$ cat src/rtl/mips_mem_pkg.sv
// Shared encodings for the data-memory access stage.
package mips_mem_pkg;

  // Decoder size codes carried on MemRead / Memwrite
  localparam logic [1:0] MEM_NONE = 2'b00;
  localparam logic [1:0] MEM_BYTE = 2'b01;
  localparam logic [1:0] MEM_HALF = 2'b10;
  localparam logic [1:0] MEM_WORD = 2'b11;

  // Default number of REQ cycles without mem_ready before a bus error
  localparam int unsigned DEFAULT_TIMEOUT = 255;

  typedef enum logic [1:0] {
    IDLE = 2'b00,
    REQ  = 2'b01,
    DONE = 2'b10
  } mem_state_e;

  // Outcome remembered for the DONE cycle
  typedef enum logic [1:0] {
    RES_NONE   = 2'b00,
    RES_LOAD   = 2'b01,
    RES_FAULT  = 2'b10,
    RES_BUSERR = 2'b11
  } mem_result_e;

endpackage

$ cat src/rtl/mem_lane_align.sv
// Byte-lane steering: byte enables, store replication, alignment check and
// load extraction with sign extension. Purely combinational.
module mem_lane_align
  import mips_mem_pkg::*;
(
  input  logic [1:0]  ld_size,
  input  logic [1:0]  st_size,
  input  logic [1:0]  addr_lo,
  input  logic [31:0] wdata,
  output logic        is_store,
  output logic [1:0]  size,
  output logic        fault,
  output logic [3:0]  be,
  output logic [31:0] wdata_rep,
  input  logic [1:0]  rd_size,
  input  logic [1:0]  rd_addr_lo,
  input  logic [31:0] rd_word,
  output logic [31:0] rd_ext
);

  logic [7:0]  rd_byte;
  logic [15:0] rd_half;

  // Request side: effective size, lane enables, replicated data, fault check
  always_comb begin
    is_store  = (st_size != MEM_NONE);
    size      = is_store ? st_size : ld_size;
    fault     = ((ld_size != MEM_NONE) && (st_size != MEM_NONE)) ||
                ((size == MEM_HALF) && addr_lo[0]) ||
                ((size == MEM_WORD) && (addr_lo != 2'b00));
    be        = 4'b0000;
    wdata_rep = 32'h0;
    case (size)
      MEM_BYTE: begin
        be        = 4'b0001 << addr_lo;
        wdata_rep = {4{wdata[7:0]}};
      end
      MEM_HALF: begin
        be        = addr_lo[1] ? 4'b1100 : 4'b0011;
        wdata_rep = {2{wdata[15:0]}};
      end
      MEM_WORD: begin
        be        = 4'b1111;
        wdata_rep = wdata;
      end
      default: begin
        be        = 4'b0000;
        wdata_rep = 32'h0;
      end
    endcase
  end

  // Response side: pick the addressed lane(s) and sign-extend
  always_comb begin
    rd_byte = 8'h0;
    case (rd_addr_lo)
      2'd0:    rd_byte = rd_word[7:0];
      2'd1:    rd_byte = rd_word[15:8];
      2'd2:    rd_byte = rd_word[23:16];
      default: rd_byte = rd_word[31:24];
    endcase
    rd_half = rd_addr_lo[1] ? rd_word[31:16] : rd_word[15:0];
    case (rd_size)
      MEM_BYTE: rd_ext = {{24{rd_byte[7]}}, rd_byte};
      MEM_HALF: rd_ext = {{16{rd_half[15]}}, rd_half};
      default:  rd_ext = rd_word;
    endcase
  end

endmodule

$ cat src/rtl/mem_access_unit.sv
// Data-memory access stage: accepts one load/store from the decoder, issues a
// single outstanding request to memory and stalls until it completes, faults
// or times out.
//
// Memory handshake: mem_req is high for every REQ cycle and mem_addr, mem_be,
// mem_we and mem_wdata stay constant while it is high. A transfer completes on
// the first rising edge where mem_req and mem_ready are both 1; mem_rdata is
// sampled at that edge. mem_ready outside REQ has no effect.
module mem_access_unit
  import mips_mem_pkg::*;
#(
  parameter int unsigned TIMEOUT_CYCLES = DEFAULT_TIMEOUT
) (
  input  logic        clk,
  input  logic        reset,
  input  logic        op_valid,
  input  logic [1:0]  MemRead,
  input  logic [1:0]  Memwrite,
  input  logic [31:0] addr,
  input  logic [31:0] wdata,
  output logic        stall,
  output logic [31:0] rdata,
  output logic        rdata_valid,
  output logic        misaligned,
  output logic        bus_error,
  output logic        mem_req,
  output logic        mem_we,
  output logic [31:0] mem_addr,
  output logic [3:0]  mem_be,
  output logic [31:0] mem_wdata,
  input  logic [31:0] mem_rdata,
  input  logic        mem_ready,
  output mem_state_e  dbg_state
);

  localparam logic [7:0] TMO = 8'(TIMEOUT_CYCLES);

  mem_state_e  state_q, state_d;
  mem_result_e result_q, result_d;
  logic [7:0]  cnt_q, cnt_d;
  logic [31:0] addr_q, addr_d;
  logic [3:0]  be_q, be_d;
  logic [31:0] wdata_q, wdata_d;
  logic        we_q, we_d;
  logic [1:0]  size_q, size_d;
  logic [1:0]  lo_q, lo_d;
  logic [31:0] rdata_q, rdata_d;

  logic        access;
  logic        al_is_store;
  logic [1:0]  al_size;
  logic        al_fault;
  logic [3:0]  al_be;
  logic [31:0] al_wdata;
  logic [31:0] ld_ext;

  mem_lane_align u_align (
    .ld_size    (MemRead),
    .st_size    (Memwrite),
    .addr_lo    (addr[1:0]),
    .wdata      (wdata),
    .is_store   (al_is_store),
    .size       (al_size),
    .fault      (al_fault),
    .be         (al_be),
    .wdata_rep  (al_wdata),
    .rd_size    (size_q),
    .rd_addr_lo (lo_q),
    .rd_word    (mem_rdata),
    .rd_ext     (ld_ext)
  );

  assign access = op_valid && ((MemRead != MEM_NONE) || (Memwrite != MEM_NONE));

  // Next-state logic, request capture, timeout counting and stall
  always_comb begin
    state_d  = state_q;
    result_d = result_q;
    cnt_d    = cnt_q;
    addr_d   = addr_q;
    be_d     = be_q;
    wdata_d  = wdata_q;
    we_d     = we_q;
    size_d   = size_q;
    lo_d     = lo_q;
    rdata_d  = rdata_q;
    stall    = 1'b0;
    case (state_q)
      IDLE: begin
        if (access) begin
          stall = 1'b1;
          if (al_fault) begin
            result_d = RES_FAULT;
            state_d  = DONE;
          end else begin
            addr_d   = {addr[31:2], 2'b00};
            be_d     = al_be;
            wdata_d  = al_wdata;
            we_d     = al_is_store;
            size_d   = al_size;
            lo_d     = addr[1:0];
            cnt_d    = 8'd0;
            result_d = RES_NONE;
            state_d  = REQ;
          end
        end
      end
      REQ: begin
        stall = 1'b1;
        if (mem_ready) begin
          if (!we_q) begin
            rdata_d  = ld_ext;
            result_d = RES_LOAD;
          end else begin
            result_d = RES_NONE;
          end
          state_d = DONE;
        end else if (cnt_q == TMO) begin
          result_d = RES_BUSERR;
          state_d  = DONE;
        end else begin
          cnt_d = cnt_q + 8'd1;
        end
      end
      DONE: begin
        state_d = IDLE;
      end
      default: begin
        state_d = IDLE;
      end
    endcase
  end

  // State and datapath registers with synchronous reset
  always_ff @(posedge clk) begin
    if (reset) begin
      state_q  <= IDLE;
      result_q <= RES_NONE;
      cnt_q    <= 8'd0;
      addr_q   <= 32'h0;
      be_q     <= 4'h0;
      wdata_q  <= 32'h0;
      we_q     <= 1'b0;
      size_q   <= MEM_NONE;
      lo_q     <= 2'b00;
      rdata_q  <= 32'h0;
    end else begin
      state_q  <= state_d;
      result_q <= result_d;
      cnt_q    <= cnt_d;
      addr_q   <= addr_d;
      be_q     <= be_d;
      wdata_q  <= wdata_d;
      we_q     <= we_d;
      size_q   <= size_d;
      lo_q     <= lo_d;
      rdata_q  <= rdata_d;
    end
  end

  // Outputs decoded from registered state only
  always_comb begin
    mem_req     = (state_q == REQ);
    mem_we      = we_q;
    mem_addr    = addr_q;
    mem_be      = be_q;
    mem_wdata   = wdata_q;
    rdata       = rdata_q;
    rdata_valid = (state_q == DONE) && (result_q == RES_LOAD);
    misaligned  = (state_q == DONE) && (result_q == RES_FAULT);
    bus_error   = (state_q == DONE) && (result_q == RES_BUSERR);
    dbg_state   = state_q;
  end

endmodule
$ cat config.mk
export PLATFORM = sky130hd
export DESIGN_NAME = mem_access_unit
export DESIGN_NICKNAME = d
export VERILOG_FILES = /design/src/rtl/mips_mem_pkg.sv /design/src/rtl/mem_lane_align.sv /design/src/rtl/mem_access_unit.sv
export SDC_FILE = /design/constraint.sdc
export NUM_CORES = 1
export LEC_CHECK = 0
export CAP_MARGIN = 30
export CORE_AREA = 2 2 131 133
export DETAILED_ROUTE_END_ITERATION = 7
export DIE_AREA = 0 0 133 135
export GPL_TIMING_DRIVEN = 0
export PLACE_DENSITY = 0.6
export SYNTH_ARGS = -nofsm -noshare
export SYNTH_HDL_FRONTEND = slang
export SYNTH_SLANG_ARGS = --single-unit
$ cat constraint.sdc
create_clock -name clk -period 2.1 [get_ports clk]
set_input_delay 0.315 -clock clk [delete_from_list [all_inputs] [get_ports clk]]
set_output_delay 0.315 -clock clk [all_outputs]
set_load 0.01 [all_outputs]
Word level (Yosys, flattened, before mapping) --
Index checks and enable logic that the tools add are counted.
Word-level totals: bits in registers 115, bits of input ports 104, output and inout bits 108, logic and storage cells 78
Cells by class: add/sub/neg operators 1, eq/ne operators 18, shift-type cells 1, multiplexer cells 25, bitwise operators 2, reduce and logical (&&, ||, !) cells 21
Operators by type and width (count):
- one-hot mux 32 bit (3 select lines) | 1
- one-hot mux 32 bit (2 select lines) | 1
- two-way mux 8 bit | 4
- one-hot mux 8 bit (3 select lines) | 1
- two-way mux 2 bit | 9
- two-way mux 16 bit | 1
- one-hot mux 8 bit (2 select lines) | 1
- == test 2 bit (second input constant) | 7
- one-hot mux 4 bit (3 select lines) | 1
- == test 2 x 1 -> 1 bit (second input constant) | 5
- AND reduction 3 bit | 3
- adder 8 x 1 -> 8 bit (second input constant) | 1
- == test 8 bit (second input constant) | 1
- != test 2 bit (second input constant) | 4
- one-hot mux 2 bit (2 select lines) | 2
- nonzero test 2 bit | 4
- logical AND 1 bit | 7
- AND reduction 5 bit | 1
- logical NOT 2 bit | 2
- two-way mux 4 bit | 1
- << shifter 1 x 2 -> 4 bit (first input constant) | 1
- logical OR 1 bit | 3
- != test 3 x 1 -> 1 bit (second input constant) | 1
- two-way mux 1 bit | 2
- other kinds (3) | 4

Logic depth before layout (Yosys ltp) --
depth after elaboration 9, depth in mapped cells 9

Hierarchy --
From an unflattened synthesis, not the netlist that was laid out.
Second synthesis, totals: cell total of the unflattened synthesis 700, area, all modules 5486.5 sq um
By module, submodules not included:
- mem_access_unit | instances 1, cells each 529, area each 4252.8 sq um
- mem_lane_align | instances 1, cells each 171, area each 1233.7 sq um

Worst setup path after synthesis --
Ideal clock, no wire load.
kind register -> register, start register size_q[1], end register rdata_q[7] (netlist: rdata[7]), arrival 1.558 ns, data required time 1.984 ns, setup slack 0.426 ns, stages on the path, launching flop included 8, period minus slack after synthesis 1.674 ns, path through dfxtp_1 > inv_1 > ha_1 > nor2b_1 > buf_2 > a221oi_4 > a2111oi_1 > a31o_2
Between the ends: longest elaborated chain between the ends 2, elaborated cells between the ends (all ways) 3, classes of those cells eq/ne (2); mux (1)
RTL lines:
- from (decl) | line mem_access_unit.sv:45 | logic [1:0] size_q, size_d;
- from (signal assigned) | line mem_access_unit.sv:155 | size_q <= size_d;
- == test 2 bit or == test 2 x 1 -> 1 bit (tied branches) | line mem_lane_align.sv:63 | case (rd_size)
- one-hot mux 32 bit (2 select lines) * | line mem_lane_align.sv:63
- to (signal assigned) | line mem_access_unit.sv:157 | rdata_q <= rdata_d;
- to (decl) | line mem_access_unit.sv:47 | logic [31:0] rdata_q, rdata_d;
Mark *: on every way between the ends. The rest lies on a longest branch, timed or not. A chain may end at the register's enable or synchronous reset.

Final worst setup path --
start register state_q[1] (netlist: dbg_state[1]), end output port rdata_valid
Between the ends: longest elaborated chain between the ends 2
RTL lines:
- from (decl) | line mem_access_unit.sv:38 | mem_state_e state_q, state_d;
- from (signal assigned) | line mem_access_unit.sv:148 | state_q <= state_d;
- == test 2 bit | line mem_access_unit.sv:169 | rdata_valid = (state_q == DONE) && (result_q == RES_LOAD);
- logical AND 1 bit | line mem_access_unit.sv:169
- to (decl) | line mem_access_unit.sv:23 | output logic rdata_valid,
Every way passes these cells.

==> impl_metrics.env <==
export IMPL_status="complete, no violations"
export IMPL_setup_viol_count_final=0
export IMPL_h_tree_depth=4
export IMPL_crit_fanout=7
export IMPL_worst_slew_pin_slew_ps=800
export IMPL_ys_top_cells_by_count="dfxtp_1, a21oi_1, nand2_1"
export IMPL_grt_pass1_vias=5927
export IMPL_stdcell_area_um2=8510
export IMPL_cp_arrival_ps=1720
export IMPL_path_class="flip-flop to output pin"
export IMPL_fin_worst_skew_ps=6.67
export IMPL_fin_nets=1000
export IMPL_gp_congestion=0.881
export IMPL_cts_tree="built"
export IMPL_io_pins=212
export IMPL_grt_usage_pct=22.0
export IMPL_crit_path_cell_trace="nor2b_2 -> nand2_1 -> nor2_1 -> clkdlybuf4s50_1"
export IMPL_ys_flop_type="dfxtp_1"
export IMPL_row_count=47
export IMPL_cp_top_family="buffers and inverters"
export IMPL_yosysTopAreaCell="dfxtp_1"
export IMPL_synth_cell_type_count=57
export IMPL_dp_hpwl_um=15100
export IMPL_post_cts_setup_buffer_count=0
export IMPL_drive_gt1_share_pct=10.6
export IMPL_diodes=0
export IMPL_drt_iter0_drc=397
export IMPL_hold_path_class="input port to flip-flop"
export IMPL_dieHeight_um=135
export IMPL_ctsHoldBuffers=0
export IMPL_cap_violations=0
export IMPL_max_freq_mhz=492
export IMPL_routed_wl_um=20200
export IMPL_multi_input_area_um2=2880
export IMPL_yosysTopAreaCellShare_pct=41.4
export IMPL_critPathRequiredTime_ps=1780
export IMPL_p_leak_nw=2.96
export IMPL_via_per_inst=5.44
export IMPL_synth_edff_count=0
export IMPL_clk_latency_ps=410
export IMPL_clkSinkCount=115
export IMPL_grt_overflow=0
export IMPL_syn_area_per_cell_um2=8.31
export IMPL_regArea_um2=2310
export IMPL_clkTransAtPathRegs_ps=50
export IMPL_maxSlewHeadroom_pct=46.7
export IMPL_dp_cells=1094
export IMPL_slowest_stage="clkdlybuf4s50_1"
export IMPL_ys_seq_elements=115
export IMPL_power_density_nw_per_um2=749
export IMPL_dr_pass1_iters=5
export IMPL_antenna_found_initial=0
export IMPL_slowest_delay_ps=550
export IMPL_finalCritPeriodShare_pct=96.7
export IMPL_core_um2=16400
export IMPL_power_mw=6.38
export IMPL_ys_seq_area_share_pct=41.4
export IMPL_drc_errors=0
export IMPL_async_flop_share_pct=0
export IMPL_syn_cell_area_um2=5560
export IMPL_vias=6127
export IMPL_nFillCells=1536
export IMPL_start_kind="flip-flop"
export IMPL_drtAntennaViolNets=0
export IMPL_synth_cells=669
export IMPL_cp_end_kind="output pin"
export IMPL_yosysMostFrequentCell="dfxtp_1"
export IMPL_worst_path_buf_inv=1
export IMPL_clock_path_buffers=2
export IMPL_grt_max_degree=17
export IMPL_io_buffers=204
export IMPL_wire_per_inst_um=18.0
export IMPL_fp_dieW_um=133
export IMPL_peakVddDrop_mv=0.516
export IMPL_final_cell_count_no_fill=1126
export IMPL_cts_made_buffers=17
export IMPL_hold_viol_final=0
export IMPL_slew_violations=0
export IMPL_synth_area_leaders="dfxtp_1, a21oi_1, o21ai_0"
export IMPL_start_util_pct=33.9
export IMPL_root_buffer="clkbuf_16"
export IMPL_postPlaceCellArea_um2=7880
export IMPL_die_area_um2=18000
export IMPL_grt_pass1_wl_um=31000
export IMPL_yosysWarnings=0
export IMPL_period_minus_slack_ps=2030
export IMPL_area_delta_synth_final_pct=53.0
-- where the power goes --
group          total (mW)  switching [mW]  internal (mW)
registers            2.32          0.0563           2.27
clock network        2.98            1.06           1.93
logic                1.07           0.570          0.504
-- per-layer routing --
layer | part of all wire (%) | track usage [%] | wire length (um)
met4 | 1.7 | 7.23 | 351
met2 | 46 | 35.7 | 9370
met3 | 8.7 | 7.73 | 1770
met5 | 0 | 0 | 0
met1 | 43 | 27.3 | 8740
-- worst paths after layout --
check               startpoint           to  slack, ps  depth (start not counted)
setup / recovery  dbg_state[1]  rdata_valid         70                          4
hold / removal     Memwrite[1]       mem_we        370                          3
setup reg to reg  dbg_state[1]    rdata[28]        150                          7
hold reg to reg      rdata[13]    rdata[13]        470                          1
-- state kept, by name (all words and copies together), names as in the netlist --
signal     cells
mem_addr      30
rdata         32
mem_be         4
result_q       2
lo_q           2
mem_we         1
size_q         2
mem_wdata     32
dbg_state      2
cnt_q          8
-- cells in the final DEF, fill, tap and decap left out, drive strengths merged, types with 3 or more instances in the layout --
cell / instances
a32o: 7
nand2b: 10
a22oi: 3
a211oi: 23
buf: 35
o211a: 3
nand3: 45
clkdlybuf4s50: 201
o211ai: 11
and3: 10
clkinv: 5
a21o: 8
mux2: 9
a21boi: 10
nand2: 75
inv: 9
nor2b: 3
a21oi: 79
o21a: 4
o21ai: 74
ha: 3
nor2: 32
a311oi: 38
clkbuf: 53
bufinv: 3
and2: 3
clkinvlp: 4
dfxtp: 115
-- through the flow --
| step | hold slack [ps] | setup slack [ps] | setup TNS [ps] | util (%) |
|---|---|---|---|---|
| CTS | 354 | 12.1 | 0 | 51.8 |
| floorplan | 446 | 426 | 0 | - |
| global placement | 453 | -267 | -13880 | 48.0 |
| global route | 390 | -6.50 | -6.50 | 51.9 |
| detailed placement | 462 | -278 | -18190 | 48.0 |
| finish | 371 | 69.3 | 0 | 51.9 |
-- logic make-up after synthesis --
logic type,share of synthesized area [%]
buffers and inverters,6.97
AOI/OAI and AO/OA,32.4
xor gates and xnor gates,0.158
and+or+nand+nor,16.3
other,0.0674
muxes,2.07
adders and majority gates,0.675
DFF,41.4
-- worst min-delay path: cells and delay by family --
kind / cells / cell delay, ps
AOI/OAI and AO/OA: 1 / 110
buffers and inverters: 2 / 320
-- area by class of cell --
cell class,instances,area share [%]
tap,220,3.23
sequential,115,27.1
multi-input combinational,478,33.9
timing repair buffer,204,24.0
clock inverter,12,1.84
buffer,68,4.19
inverter,9,0.397
clock buffer,20,5.37
-- timing repair --
action                                  CTS  global route
endpoints found under the setup margin    5             5
gates resized for setup                   6             6
pin swaps                                 1             1
Power figures use the tool's default switching activity.
